**src/rtl/ifetch_ctrl_if.sv**
```systemverilog
// ifetch_ctrl_if: fetch-to-decode handshake bundle.
//   out_valid  queue head holds a valid instruction (fetch -> decode)
//   out_ready  decode accepts the head this cycle    (decode -> fetch)
//   out_instr  instruction at the queue head         (fetch -> decode)
//   out_pc     byte address of out_instr             (fetch -> decode)
// master = fetch side, slave = decode side.
interface ifetch_ctrl_if;
  logic        out_valid;
  logic        out_ready;
  logic [31:0] out_instr;
  logic [31:0] out_pc;

  modport master (
    output out_valid,
    output out_instr,
    output out_pc,
    input  out_ready
  );

  modport slave (
    input  out_valid,
    input  out_instr,
    input  out_pc,
    output out_ready
  );
endinterface

```
**src/rtl/ifetch_ctrl.sv**
```systemverilog
// ifetch_ctrl: instruction-fetch sequencer. Owns the fetch PC, drives the
// async-read instruction ROM address, and buffers {pc, instr} pairs in a
// small prefetch queue that decode drains over valid/ready. Handles
// branch/jump redirect (queue flush) and halt (stop fetching, keep draining).
// Ports:
//   clk, rst        rising-edge clock, synchronous active-high reset
//   rom_addr        ROM word address = pc[ADDR_W+1:2]
//   rom_data_in     ROM data, combinational from rom_addr
//   halt            stop issuing new fetches; queue still drains
//   redirect_valid  branch/jump taken this cycle
//   redirect_pc     target byte address, low 2 bits ignored
//   out_if          decode handshake (out_valid/out_ready/out_instr/out_pc)
//   fetch_count     instructions pushed since reset (wraps at 2^32)
module ifetch_ctrl #(
  parameter int          DEPTH    = 4,
  parameter int          ADDR_W   = 10,
  parameter logic [31:0] RESET_PC = 32'h0000_0000
) (
  input  logic              clk,
  input  logic              rst,
  output logic [ADDR_W-1:0] rom_addr,
  input  logic [31:0]       rom_data_in,
  input  logic              halt,
  input  logic              redirect_valid,
  input  logic [31:0]       redirect_pc,
  ifetch_ctrl_if.master     out_if,
  output logic [31:0]       fetch_count
);

  localparam int PTR_W = $clog2(DEPTH);
  localparam int CNT_W = PTR_W + 1;

  logic [31:0]      pc;
  logic [31:0]      pc_mem    [DEPTH];
  logic [31:0]      instr_mem [DEPTH];
  logic [PTR_W-1:0] rd_ptr;
  logic [PTR_W-1:0] wr_ptr;
  logic [CNT_W-1:0] count;
  logic             head_valid;
  logic             pop;
  logic             push;

  assign rom_addr   = pc[ADDR_W+1:2];
  assign head_valid = (count != '0);

  // Push while full is legal only alongside a pop, which makes
  // out_ready feed push combinationally.
  assign pop  = head_valid & out_if.out_ready & ~redirect_valid;
  assign push = ~halt & ~redirect_valid & ((count < CNT_W'(DEPTH)) | pop);

  assign out_if.out_valid = head_valid;
  assign out_if.out_instr = head_valid ? instr_mem[rd_ptr] : '0;
  assign out_if.out_pc    = head_valid ? pc_mem[rd_ptr]    : '0;

  // Storage carries no reset; stale entries are masked by head_valid.
  always_ff @(posedge clk) begin
    if (push && !rst) begin
      pc_mem[wr_ptr]    <= pc;
      instr_mem[wr_ptr] <= rom_data_in;
    end
  end

  always_ff @(posedge clk) begin
    if (rst) begin
      pc          <= RESET_PC;
      rd_ptr      <= '0;
      wr_ptr      <= '0;
      count       <= '0;
      fetch_count <= '0;
    end else if (redirect_valid) begin
      pc     <= redirect_pc & 32'hFFFF_FFFC;
      rd_ptr <= '0;
      wr_ptr <= '0;
      count  <= '0;
    end else begin
      if (push) begin
        wr_ptr      <= wr_ptr + PTR_W'(1);
        pc          <= pc + 32'd4;
        fetch_count <= fetch_count + 32'd1;
      end
      if (pop) begin
        rd_ptr <= rd_ptr + PTR_W'(1);
      end
      case ({push, pop})
        2'b10:   count <= count + CNT_W'(1);
        2'b01:   count <= count - CNT_W'(1);
        default: count <= count;
      endcase
    end
  end

endmodule

```
**src/flat_wrapper.sv**
```systemverilog
// flat-port wrapper written by rule: the top's interface ports become plain ports
module ifetch_ctrl_flat 
#(
  parameter int          DEPTH    = 4,
  parameter int          ADDR_W   = 10,
  parameter logic [31:0] RESET_PC = 32'h0000_0000
)
  (clk, rst, rom_addr, rom_data_in, halt, redirect_valid, redirect_pc, fetch_count, out_if_out_valid, out_if_out_instr, out_if_out_pc, out_if_out_ready);
  ifetch_ctrl_if out_if_i ();
  input  logic clk;
  input  logic rst;
  output logic [ADDR_W-1:0] rom_addr;
  input  logic [31:0] rom_data_in;
  input  logic halt;
  input  logic redirect_valid;
  input  logic [31:0] redirect_pc;
  output logic [31:0] fetch_count;
  output wire logic [$bits(out_if_i.out_valid)-1:0] out_if_out_valid;
  output wire logic [$bits(out_if_i.out_instr)-1:0] out_if_out_instr;
  output wire logic [$bits(out_if_i.out_pc)-1:0] out_if_out_pc;
  input wire logic [$bits(out_if_i.out_ready)-1:0] out_if_out_ready;
  assign out_if_out_valid = out_if_i.out_valid;
  assign out_if_out_instr = out_if_i.out_instr;
  assign out_if_out_pc = out_if_i.out_pc;
  assign out_if_i.out_ready = out_if_out_ready;
  ifetch_ctrl #(.DEPTH(DEPTH), .ADDR_W(ADDR_W), .RESET_PC(RESET_PC)) u_core (.clk(clk), .rst(rst), .rom_addr(rom_addr), .rom_data_in(rom_data_in), .halt(halt), .redirect_valid(redirect_valid), .redirect_pc(redirect_pc), .out_if(out_if_i), .fetch_count(fetch_count));
endmodule
```
**config.mk**
```make
export PLATFORM = sky130hd
export DESIGN_NAME = ifetch_ctrl_flat
export DESIGN_NICKNAME = d
export VERILOG_FILES = /design/src/rtl/ifetch_ctrl_if.sv /design/src/rtl/ifetch_ctrl.sv /design/src/flat_wrapper.sv
export SDC_FILE = /design/constraint.sdc
export NUM_CORES = 1
export LEC_CHECK = 0
export CAP_MARGIN = 0
export CORE_ASPECT_RATIO = 1.1
export CORE_MARGIN = 10
export CORE_UTILIZATION = 40
export DETAILED_ROUTE_END_ITERATION = 8
export PLACE_DENSITY = 0.68
export SYNTH_ARGS = -nofsm -noshare
export SYNTH_HDL_FRONTEND = slang
export SYNTH_SLANG_ARGS = --single-unit
export TNS_END_PERCENT = 5
```
**constraint.sdc**
```tcl
create_clock -name clk -period 8.4 [get_ports clk]
set_input_delay 0.84 -clock clk [delete_from_list [all_inputs] [get_ports clk]]
set_output_delay 0.84 -clock clk [all_outputs]
set_load 0.1 [all_outputs]
```
---- Word-level counts from Yosys, hierarchy flattened ----
Memories as Yosys holds them, arrays and structs flattened. A register that Yosys moved wholly into a read port is not among the register bits.
Index checks and enable logic that the tools add are counted.
storage, ports and cells
  memories kept ........................... 2
  memory bits (writable) .................. 256
  register bits ........................... 71
  bits in read-only memories .............. 0
  bits in latches ......................... 0
memory list
  name              words  width  read ports  clocked after Yosys merged registers in  write ports  line               RTL
  u_core.instr_mem  4      32     1           1                                        1            ifetch_ctrl.sv:35  logic [31:0] instr_mem [DEPTH];
  u_core.pc_mem     4      32     1           1                                        1            ifetch_ctrl.sv:34  logic [31:0] pc_mem [DEPTH];
operators by class
  divide/modulo/power cells ............... 0
  $add $sub $neg .......................... 6
  equality and inequality tests ........... 2
  magnitude comparators ................... 1
  shift-type cells ........................ 0
  reduce and logical (&&, ||, !) cells .... 7
  muxes and demuxes ....................... 11
  bitwise gates (word level) .............. 7
  multipliers ............................. 0
operator list
  cell                   count
  $mux 32                4
  $add 32x1->32 const B  1
  $add 32x3->32 const B  1
  $mux 2                 4
  $pmux 3 s2             1
  $add 2x1->2 const B    2
  $and 1x1->1            4
  $reduce_bool 2->1      2
  $add 3x1->3 const B    1
  $lt 3x3->1 const B     1
  $reduce_bool 3->1      1
  $sub 3x1->3 const B    1
  $eq 2x1->1 const B     1
  $eq 2x2->1 const B     1
  $mux 1                 2
  $not 1->1              2
  $reduce_and 2->1       1
  $reduce_or 2->1        1
  $logic_and 1x1->1      1
  $logic_not 1->1        1
  $or 1x1->1             1

---- Longest topological paths before layout ----
Gate-level depths: netlist of the first run.
  depth after elaboration ................. 8
  depth in mapped cells ................... 11
  gate-level depth less buffers ........... 9

---- Worst setup path after synthesis of the first run ----
OpenSTA, ideal clock, no wires.
  kind .................................... input to register
  start point ............................. input port redirect_valid
  end point ............................... memory u_core.instr_mem[0][0] (enable)
  path buffers ............................ 2
  arrival time ............................ 3401 ps
  slack ................................... 4572 ps
  data required time ...................... 7973 ps
  stages .................................. 7
  setup time .............................. 427 ps
  cells stage by stage .................... buf_6 > or2_1 > nor2_1 > clkbuf_1 > inv_1 > nor2_1 > and2_1
between the ends
  word-level cells in the longest chain between the ends .. 7
  elaborated cells between the ends (all ways) .. 8
  classes of those cells .................. mux (2); bitwise (5); reduce/logical (1)
ends and longest elaborated chain
  element                         line                                  RTL
  start: declaration              flat_wrapper.sv:15                    input logic redirect_valid;
  $not 1->1 *                     ifetch_ctrl.sv:48, ifetch_ctrl.sv:49
  $and 1x1->1                     ifetch_ctrl.sv:48                     assign pop = head_valid & out_if.out_ready & ~redirect_valid;
  $or 1x1->1                      ifetch_ctrl.sv:49                     assign push = ~halt & ~redirect_valid & ((count < CNT_W'(DEPTH)) | pop);
  $and 1x1->1 *                   ifetch_ctrl.sv:49
  $logic_and 1x1->1 *             ifetch_ctrl.sv:57                     if (push && !rst) begin
  $mux 1 *                        ifetch_ctrl.sv:57
  $mux 1 (implied by the code) *  ifetch_ctrl.sv:59                     instr_mem[wr_ptr] <= rom_data_in;
  end: declaration                ifetch_ctrl.sv:35
Mark *: on every way between the ends. The rest lies on a longest branch, timed or not.

==> load_flow_metrics.sql, run 1 <==
INSERT INTO impl_metrics (metric_group, metric, value, unit) VALUES
('layout', 'multi_input_comb_area', '0.003861', 'mm2'),
('synth', 'synth_edf_count', '248', ''),
('sta', 'timing_worst_slew_pin_value', '1.086', 'ns'),
('synth', 'post-synth-top-count-cell', 'sky130_fd_sc_hd__edfxtp_1', ''),
('synth', 'netlist.top_cell.by_area', 'sky130_fd_sc_hd__edfxtp_1', ''),
('synth', 'post_synthesis_sequential_area_ratio', '0.6792', ''),
('worst_setup_path', 'cp_top_family', 'buffers and inverters', ''),
('global_route', 'grt_max_degree', '65', ''),
('detailed_routing', 'wl_per_cell', '20.13', 'um'),
('synth', 'synthDominantCellAreaShare', '0.5703', ''),
('worst_setup_path', 'worst-setup-path-type', 'reg2out', ''),
('worst_setup_path', 'critical_path_peak_fanout', '43', ''),
('clock_tree', 'cts_tree', 'done', ''),
('die', 'num_io_pins', '176', ''),
('synth', 'ys.warnings.count', '0', ''),
('clock_tree', 'count_of_cells_resized_by_post_cts_repair', '0', ''),
('die', 'fp.dieW', '192.3', 'um'),
('power_and_ir_drop', 'worst_ir_drop_vdd', '0.0001094', 'V'),
('synth', 'synthArstFlopShare', '0', ''),
('place', 'place.gp.congestion', '0.8028', ''),
('place', 'portBuffers', '171', ''),
('detailed_routing', 'vias_per_cell', '5.171', ''),
('detailed_routing', 'detailedRoute.firstIterationViolations', '421', ''),
('power_and_ir_drop', 'power-per-cell-area', '211.6', 'mW/mm2'),
('sta', 'final.min_clock_period', '4.544', 'ns'),
('detailed_routing', 'ant_nets', '0', ''),
('clock_tree', 'tritoncts_num_sinks', '319', ''),
('detailed_routing', 'finalWirelength', '29.38', 'mm'),
('layout', 'sequential_cell_area', '0.008876', 'mm2'),
('clock_tree', 'clock_root_cell', 'sky130_fd_sc_hd__clkbuf_16', ''),
('synth', 'number_of_storage_elements_in_the_synthesis_netlist', '319', ''),
('worst_setup_path', 'worstSetupStartpointType', 'flop', ''),
('layout', 'layoutNonFillerInstCount', '1460', ''),
('layout', 'area.growth.synth_to_final', '23.92', '%'),
('clock_tree', 'cts.repair_timing.setup_buffer_count', '0', ''),
('die', 'core_area', '0.03229', 'mm2'),
('synth', 'yosysUniqueCellTypes', '51', ''),
('global_route', 'first_global_vias', '7981', ''),
('layout', 'layout-drive-gt1-share', '0.1274', ''),
('sta', 'rsz0062_at_grt', 'false', ''),
('layout', 'fin_util', '0.5011', ''),
('clock_tree', 'worst_skew_pair.late_latency', '0.51', 'ns'),
('die', 'die_height', '209.5', 'um'),
('place', 'place_inst', '1390', ''),
('synth', 'post_synthesis_cell_area', '0.01306', 'mm2'),
('worst_setup_path', 'crit_end_category', 'output port', ''),
('worst_setup_path', 'cp.buffers_inverters', '2', ''),
('run', 'maxCapViolCount', '0', ''),
('die', 'floorplan.initialDensity', '0.4044', ''),
('global_route', 'first_pass_grt_wire_length', '46.35', 'mm'),
('worst_setup_path', 'critPathSlowestCell', 'sky130_fd_sc_hd__clkdlybuf4s50_1', ''),
('synth', 'post_synth_inst_count', '842', ''),
('sta', 'setup_tns', '0', 'ns'),
('detailed_routing', 'drtPass1Iterations', '4', ''),
('sta', 'slew-limit-headroom', '0.2736', ''),
('hold_path', 'cells_on_worst_hold_path', '2', ''),
('place', 'post-dp-hpwl', '17.97', 'mm'),
('synth', 'biggest_area_contributors_in_the_synthesized_netlist', 'sky130_fd_sc_hd__edfxtp_1 57%, sky130_fd_sc_hd__dfxtp_1 11%, sky130_fd_sc_hd__mux4_2 11%', ''),
('worst_setup_path', 'crit_cells', '4', ''),
('worst_setup_path', 'worstPathRequired', '7.56', 'ns'),
('worst_setup_path', 'cp_cell_sequence', 'buf_4 > mux4_2 > and2_1 > clkdlybuf4s50_1', ''),
('global_route', 'global_route.overflow_total', '0', ''),
('worst_setup_path', 'cp_data_arrival_time', '3.70', 'ns'),
('detailed_routing', 'drt_drc_violations_left', '0', ''),
('clock_tree', 'clkTransAtPathRegs', '0.06', 'ns'),
('status', 'run_status', 'finished, final reports clean', ''),
('power_and_ir_drop', 'finalPower', '3.424', 'mW'),
('layout', 'fin_nets', '1078', ''),
('sta', 'post_route_clock_period_utilization', '0.5410', ''),
('clock_tree', 'maximum_buffer_depth_of_the_clock_tree', '3', ''),
('synth', 'synth.avg_cell_area', '15.51', 'um2');
## per-layer routing
metal | track usage | vias to the layer above | share of wire
met5 | 0 | - | 0.00068
met4 | 0.03826 | 2 | 0.015
met3 | 0.04859 | 43 | 0.083
met2 | 0.2382 | 211 | 0.49
met1 | 0.1814 | 3767 | 0.41
li1 | - | 3527 | -
## final timing paths
kind                                              from                endpoint  slack, ns
worst max-delay path                              flop       out_if_out_pc[12]       3.86
worst min-delay path            u_core.fetch_count[31]  u_core.fetch_count[31]       0.50
worst max register to register         u_core.count[2]         u_core.count[2]       5.18
worst min register to register  u_core.fetch_count[31]  u_core.fetch_count[31]       0.50
## final cells by class
cell class | instances | area share
flip-flops and latches | 319 | 0.5486
multi-input cells | 452 | 0.2386
repair buffers | 178 | 0.1087
clock buffers | 52 | 0.06062
well taps | 426 | 0.03294
clock inverters | 12 | 0.006109
inverters | 15 | 0.003480
diodes | 6 | 0.0009279
## kinds of logic after synthesis
family / synth area share
compound gates: 0.02434
xor+xnor: 0.03890
fa+ha+maj: 0.008240
buf+inv: 0.02626
flops: 0.6792
mux: 0.1077
other cells: 0.0002872
simple gates: 0.1151
## through the flow
step / setup WS, ns / cell area (um2)
floorplan: 4.572 / 13060
global placement: 3.889 / 15090
detailed placement: 3.804 / 15090
CTS: 3.709 / 16170
global route: 3.583 / 16170
finish: 3.856 / 16180
## power by group
part           switching [mW]  internal (mW)  total (mW)
Clock                   0.589          0.844        1.43
Combinational           0.160         0.0796       0.240
Sequential             0.0267           1.72        1.75
## worst reg2reg max path: stages, from the launching register on
cell and delay, ns:
sky130_fd_sc_hd__dfxtp_1 0.38, sky130_fd_sc_hd__nor2b_1 0.82, sky130_fd_sc_hd__nor2_1 0.47, sky130_fd_sc_hd__inv_1 0.25
sky130_fd_sc_hd__ha_1 0.22, sky130_fd_sc_hd__inv_1 0.06, sky130_fd_sc_hd__fa_1 0.37, sky130_fd_sc_hd__xor2_1 0.16
sky130_fd_sc_hd__or3_1 0.31, sky130_fd_sc_hd__a21oi_1 0.14
## state kept, by name (all words and copies together) (netlist names), named ones only
name                count
u_core.pc_mem         120
u_core.wr_ptr           2
u_core.rd_ptr           2
u_core.count            3
u_core.instr_mem      128
u_core.fetch_count     32
u_core.pc              30
## placed cells by master (no fill, tap or decap), drive strengths merged, types with 4 or more instances in the layout
cell type,synthesis,final
a211oi,16,16
a21oi,17,17
and2,66,66
and3,8,8
and4,4,4
buf,23,8
clkbuf,34,52
clkdlybuf4s50,0,170
clkinv,1,11
dfxtp,71,71
diode,0,6
edfxtp,248,248
ha,7,7
inv,14,15
mux4,62,62
nand2,31,31
nand3,18,18
nand4,32,32
nor2,62,62
nor3,11,11
nor4,12,12
nor4b,5,5
o21ai,8,8
or3,10,10
xnor2,24,24
xor2,34,34
Power figures use the tool's default switching activity.
==> run 2, diff against run 1 <==
--- a/config.mk
+++ b/config.mk
@@ -10,7 +10,7 @@
 export CORE_MARGIN = 10
 export CORE_UTILIZATION = 40
 export DETAILED_ROUTE_END_ITERATION = 8
-export PLACE_DENSITY = 0.68
+export PLACE_DENSITY = 0.71
 export SYNTH_ARGS = -nofsm -noshare
 export SYNTH_HDL_FRONTEND = slang
 export SYNTH_SLANG_ARGS = --single-unit
==> constraint.sdc (replaced) <==
create_clock -name clk -period 4 [get_ports clk]
set_input_delay 0.4 -clock clk [delete_from_list [all_inputs] [get_ports clk]]
set_output_delay 0.4 -clock clk [all_outputs]
set_load 0.1 [all_outputs]
==> run 2 against run 1 <==
Largest power group unchanged. Highest routed layer unchanged. Combinational power up 110%. Sequential share of layout area up 0.20 points. Critical endpoint is now out_if_out_valid. Sequential power up 110%. Core utilization down 0.18 points. Setup slack worse by 3.2 ns. Clock power up 100%. Power up 110%. Non-clock buffer count up 10. Register-to-register slack worse by 4.0 ns. Critical path depth down 2.
==> load_flow_metrics.sql, run 2 (synthesized netlist as in run 1, its figures left out) <==
INSERT INTO impl_metrics (metric_group, metric, value, unit) VALUES
('status', 'run_status', 'finished, final reports clean', ''),
('worst_setup_path', 'r2r_end', 'u_core.count[2]', ''),
('detailed_routing', 'wl_per_cell', '20.04', 'um'),
('layout', 'largest_register_ff_count', '128', ''),
('layout', 'area_of_all_placed_cells_without_fillers', '0.01612', 'mm2'),
('place', 'portBuffers', '171', ''),
('detailed_routing', 'drt_drc_violations_left', '0', ''),
('worst_setup_path', 'reg2regPathDepth', '9', ''),
('global_route', 'groute.usage.overall', '0.1457', ''),
('layout', 'commonest_cells_after_routing_fill_and_taps_aside', '248 x sky130_fd_sc_hd__edfxtp_1, 108 x sky130_fd_sc_hd__clkdlybuf4s50_1, 74 x sky130_fd_sc_hd__buf_4', ''),
('layout', 'fin_nets', '1087', ''),
('layout', 'multi_input_comb_area', '0.003861', 'mm2'),
('global_route', 'antenna_found_initial', '6', ''),
('die', 'die_area', '0.04028', 'mm2'),
('power_and_ir_drop', 'cell_internal_pwr', '5.500', 'mW'),
('clock_tree', 'numCtsBuffers', '34', ''),
('global_route', 'met2_usage', '0.2413', ''),
('sta', 'number_of_hold_violations_in_the_final_report', '0', ''),
('clock_tree', 'tritoncts_num_sinks', '319', ''),
('die', 'fp.dieW', '192.3', 'um'),
('sta', 'setup_tns', '0', 'ns'),
('global_route', 'global_route.overflow_total', '0', ''),
('sta', 'final.min_clock_period', '3.353', 'ns'),
('clock_tree', 'cts_tree', 'done', ''),
('global_route', 'grt_max_degree', '64', ''),
('worst_setup_path', 'crit_end_category', 'output port', ''),
('worst_setup_path', 'r2r_setup_slack', '1.19', 'ns'),
('clock_tree', 'clkTransAtPathRegs', '0.06', 'ns'),
('power_and_ir_drop', 'power.share.combinational', '0.071', ''),
('worst_setup_path', 'cp_data_arrival_time', '2.95', 'ns'),
('run', 'maxCapViolCount', '0', ''),
('sta', 'timing_worst_slew_pin_value', '1.029', 'ns'),
('place', 'post-dp-hpwl', '18.93', 'mm'),
('worst_setup_path', 'worstPathRequired', '3.60', 'ns'),
('sta', 'post_route_clock_period_utilization', '0.8382', ''),
('power_and_ir_drop', 'power.static_leakage', '5.321', 'nW'),
('clock_tree', 'cts-htree-levels', '2', ''),
('worst_setup_path', 'critical_path_peak_fanout', '48', ''),
('hold_path', 'cells_on_worst_hold_path', '3', ''),
('worst_setup_path', 'reg_to_reg_critical_path_startpoint', 'u_core.count[2]', ''),
('power_and_ir_drop', 'power.switching', '1.609', 'mW'),
('worst_setup_path', 'worstSetupStartpointType', 'flop', ''),
('layout', 'area.growth.synth_to_final', '23.47', '%'),
('die', 'floorplan.initialDensity', '0.4044', ''),
('detailed_routing', 'ant_nets', '0', ''),
('place', 'post_dp_cell_area', '0.01507', 'mm2'),
('sta', 'number_of_slew_limit_violations_in_the_final_report', '0', ''),
('power_and_ir_drop', 'worst_ir_drop_vdd', '0.0002345', 'V'),
('layout', 'biggestRegsByFlops', 'u_core.instr_mem: 128 flops, u_core.pc_mem: 120 flops, u_core.fetch_count: 32 flops', ''),
('layout', 'fin_util', '0.4993', ''),
('global_route', 'groute.layer.met1.usage', '0.1760', ''),
('clock_tree', 'count_of_cells_resized_by_post_cts_repair', '0', ''),
('clock_tree', 'cts_hold_repair.buffers', '0', ''),
('place', 'place.gp.congestion', '0.7922', ''),
('die', 'num_io_pins', '176', ''),
('layout', 'sequential_cell_area', '0.008876', 'mm2'),
('clock_tree', 'worst_skew_pair.late_latency', '0.51', 'ns'),
('detailed_routing', 'vias', '7590', ''),
('global_route', 'first_global_vias', '7923', ''),
('clock_tree', 'cts.repair_timing.setup_buffer_count', '0', ''),
('power_and_ir_drop', 'power-per-cell-area', '440.9', 'mW/mm2'),
('global_route', 'gr-usage-met3', '0.04942', ''),
('hold_path', 'timing.hold.worst.class', 'in2reg', ''),
('power_and_ir_drop', 'pwr-share-seq', '0.517', ''),
('worst_setup_path', 'crit_start', 'u_core.count[2]', ''),
('sta', 'maxClockFrequency', '298.3', 'MHz'),
('clock_tree', 'clock_root_cell', 'sky130_fd_sc_hd__clkbuf_16', ''),
('sta', 'setup_viol', '0', ''),
('power_and_ir_drop', 'netSwitchingFraction', '0.2263', ''),
('sta', 'slew-limit-headroom', '0.3116', ''),
('die', 'std_cell_rows', '69', ''),
('layout', 'most_common_cell_after_layout_fill_and_taps_aside', 'sky130_fd_sc_hd__edfxtp_1', ''),
('worst_setup_path', 'crit_path_end', 'out_if_out_valid', ''),
('sta', 'fin_worst_skew', '0.01997', 'ns'),
('detailed_routing', 'detailedRoute.firstIterationViolations', '345', ''),
('die', 'die_height', '209.5', 'um'),
('detailed_routing', 'vias_per_cell', '5.177', ''),
('global_route', 'first_pass_grt_wire_length', '45.73', 'mm'),
('sta', 'rsz0062_at_grt', 'false', ''),
('clock_tree', 'maximum_buffer_depth_of_the_clock_tree', '3', ''),
('worst_setup_path', 'worst-setup-path-type', 'reg2out', ''),
('die', 'core_area', '0.03229', 'mm2'),
('detailed_routing', 'finalWirelength', '29.38', 'mm'),
('power_and_ir_drop', 'clockPowerShare', '0.412', ''),
('global_route', 'busiest_layer', 'met2', ''),
('layout', 'layout.filler_cells', '2777', ''),
('detailed_routing', 'drtPass1Iterations', '4', ''),
('layout', 'layout-drive-gt1-share', '0.1971', ''),
('layout', 'largest_register', 'u_core.instr_mem', '');
-- run 2: layer usage --
layer / share of wire / wire length, um / vias up
met1: 0.40 / 11710 / 3797
met5: 0.00024 / 7 / -
met3: 0.089 / 2601 / 35
li1: - / - / 3525
met4: 0.020 / 585 / 2
met2: 0.49 / 14480 / 231
-- run 2: power by group through the flow --
stage	registers, mW	logic [mW]	clock network, mW
2_1_floorplan	3.74	0.343	0
3_3_place_gp	3.74	0.508	0
3_5_place_dp	3.75	0.511	0
4_1_cts	3.68	0.512	3.01
5_1_grt	3.68	0.535	3.15
6_report	3.68	0.506	2.93
-- run 2: cell type report --
class | instances | share of cell area
Antenna cell | 5 | 0.0007761
Tap cell | 426 | 0.03306
Clock buffer | 47 | 0.05836
Inverter | 15 | 0.003492
Multi-Input combinational cell | 452 | 0.2395
Clock inverter | 14 | 0.006209
Sequential cell | 319 | 0.5506
Timing Repair Buffer | 188 | 0.1080
-- run 2: how the worst min path moves through the flow --
stage / startpoint / to / slack, ns
finish: redirect_pc[8] / u_core.pc[8] / 0.47
global route: redirect_pc[17] / u_core.pc[17] / 0.47
CTS: redirect_pc[8] / u_core.pc[8] / 0.44
detailed placement: u_core.fetch_count[31] / u_core.fetch_count[31] / 0.48
global placement: u_core.fetch_count[31] / u_core.fetch_count[31] / 0.48
floorplan: u_core.pc[16] / u_core.pc_mem[0][16] / 0.46
-- run 2: critical path, stage by stage (launching register included) --
cell and delay (ns):
sky130_fd_sc_hd__dfxtp_1 0.37, sky130_fd_sc_hd__or3_2 0.77, sky130_fd_sc_hd__clkdlybuf4s50_1 1.29
-- run 2: stage by stage --
step,hold WS [ns],worst slack (ns),power (mW),cells
floorplan,0.4583,0.6124,4.080,843
global placement,0.4771,1.082,4.251,1400
detailed placement,0.4780,1.093,4.258,1400
CTS,0.4410,0.5793,7.196,1461
global route,0.4742,0.4916,7.368,1462
finish,0.4654,0.6473,7.108,1466
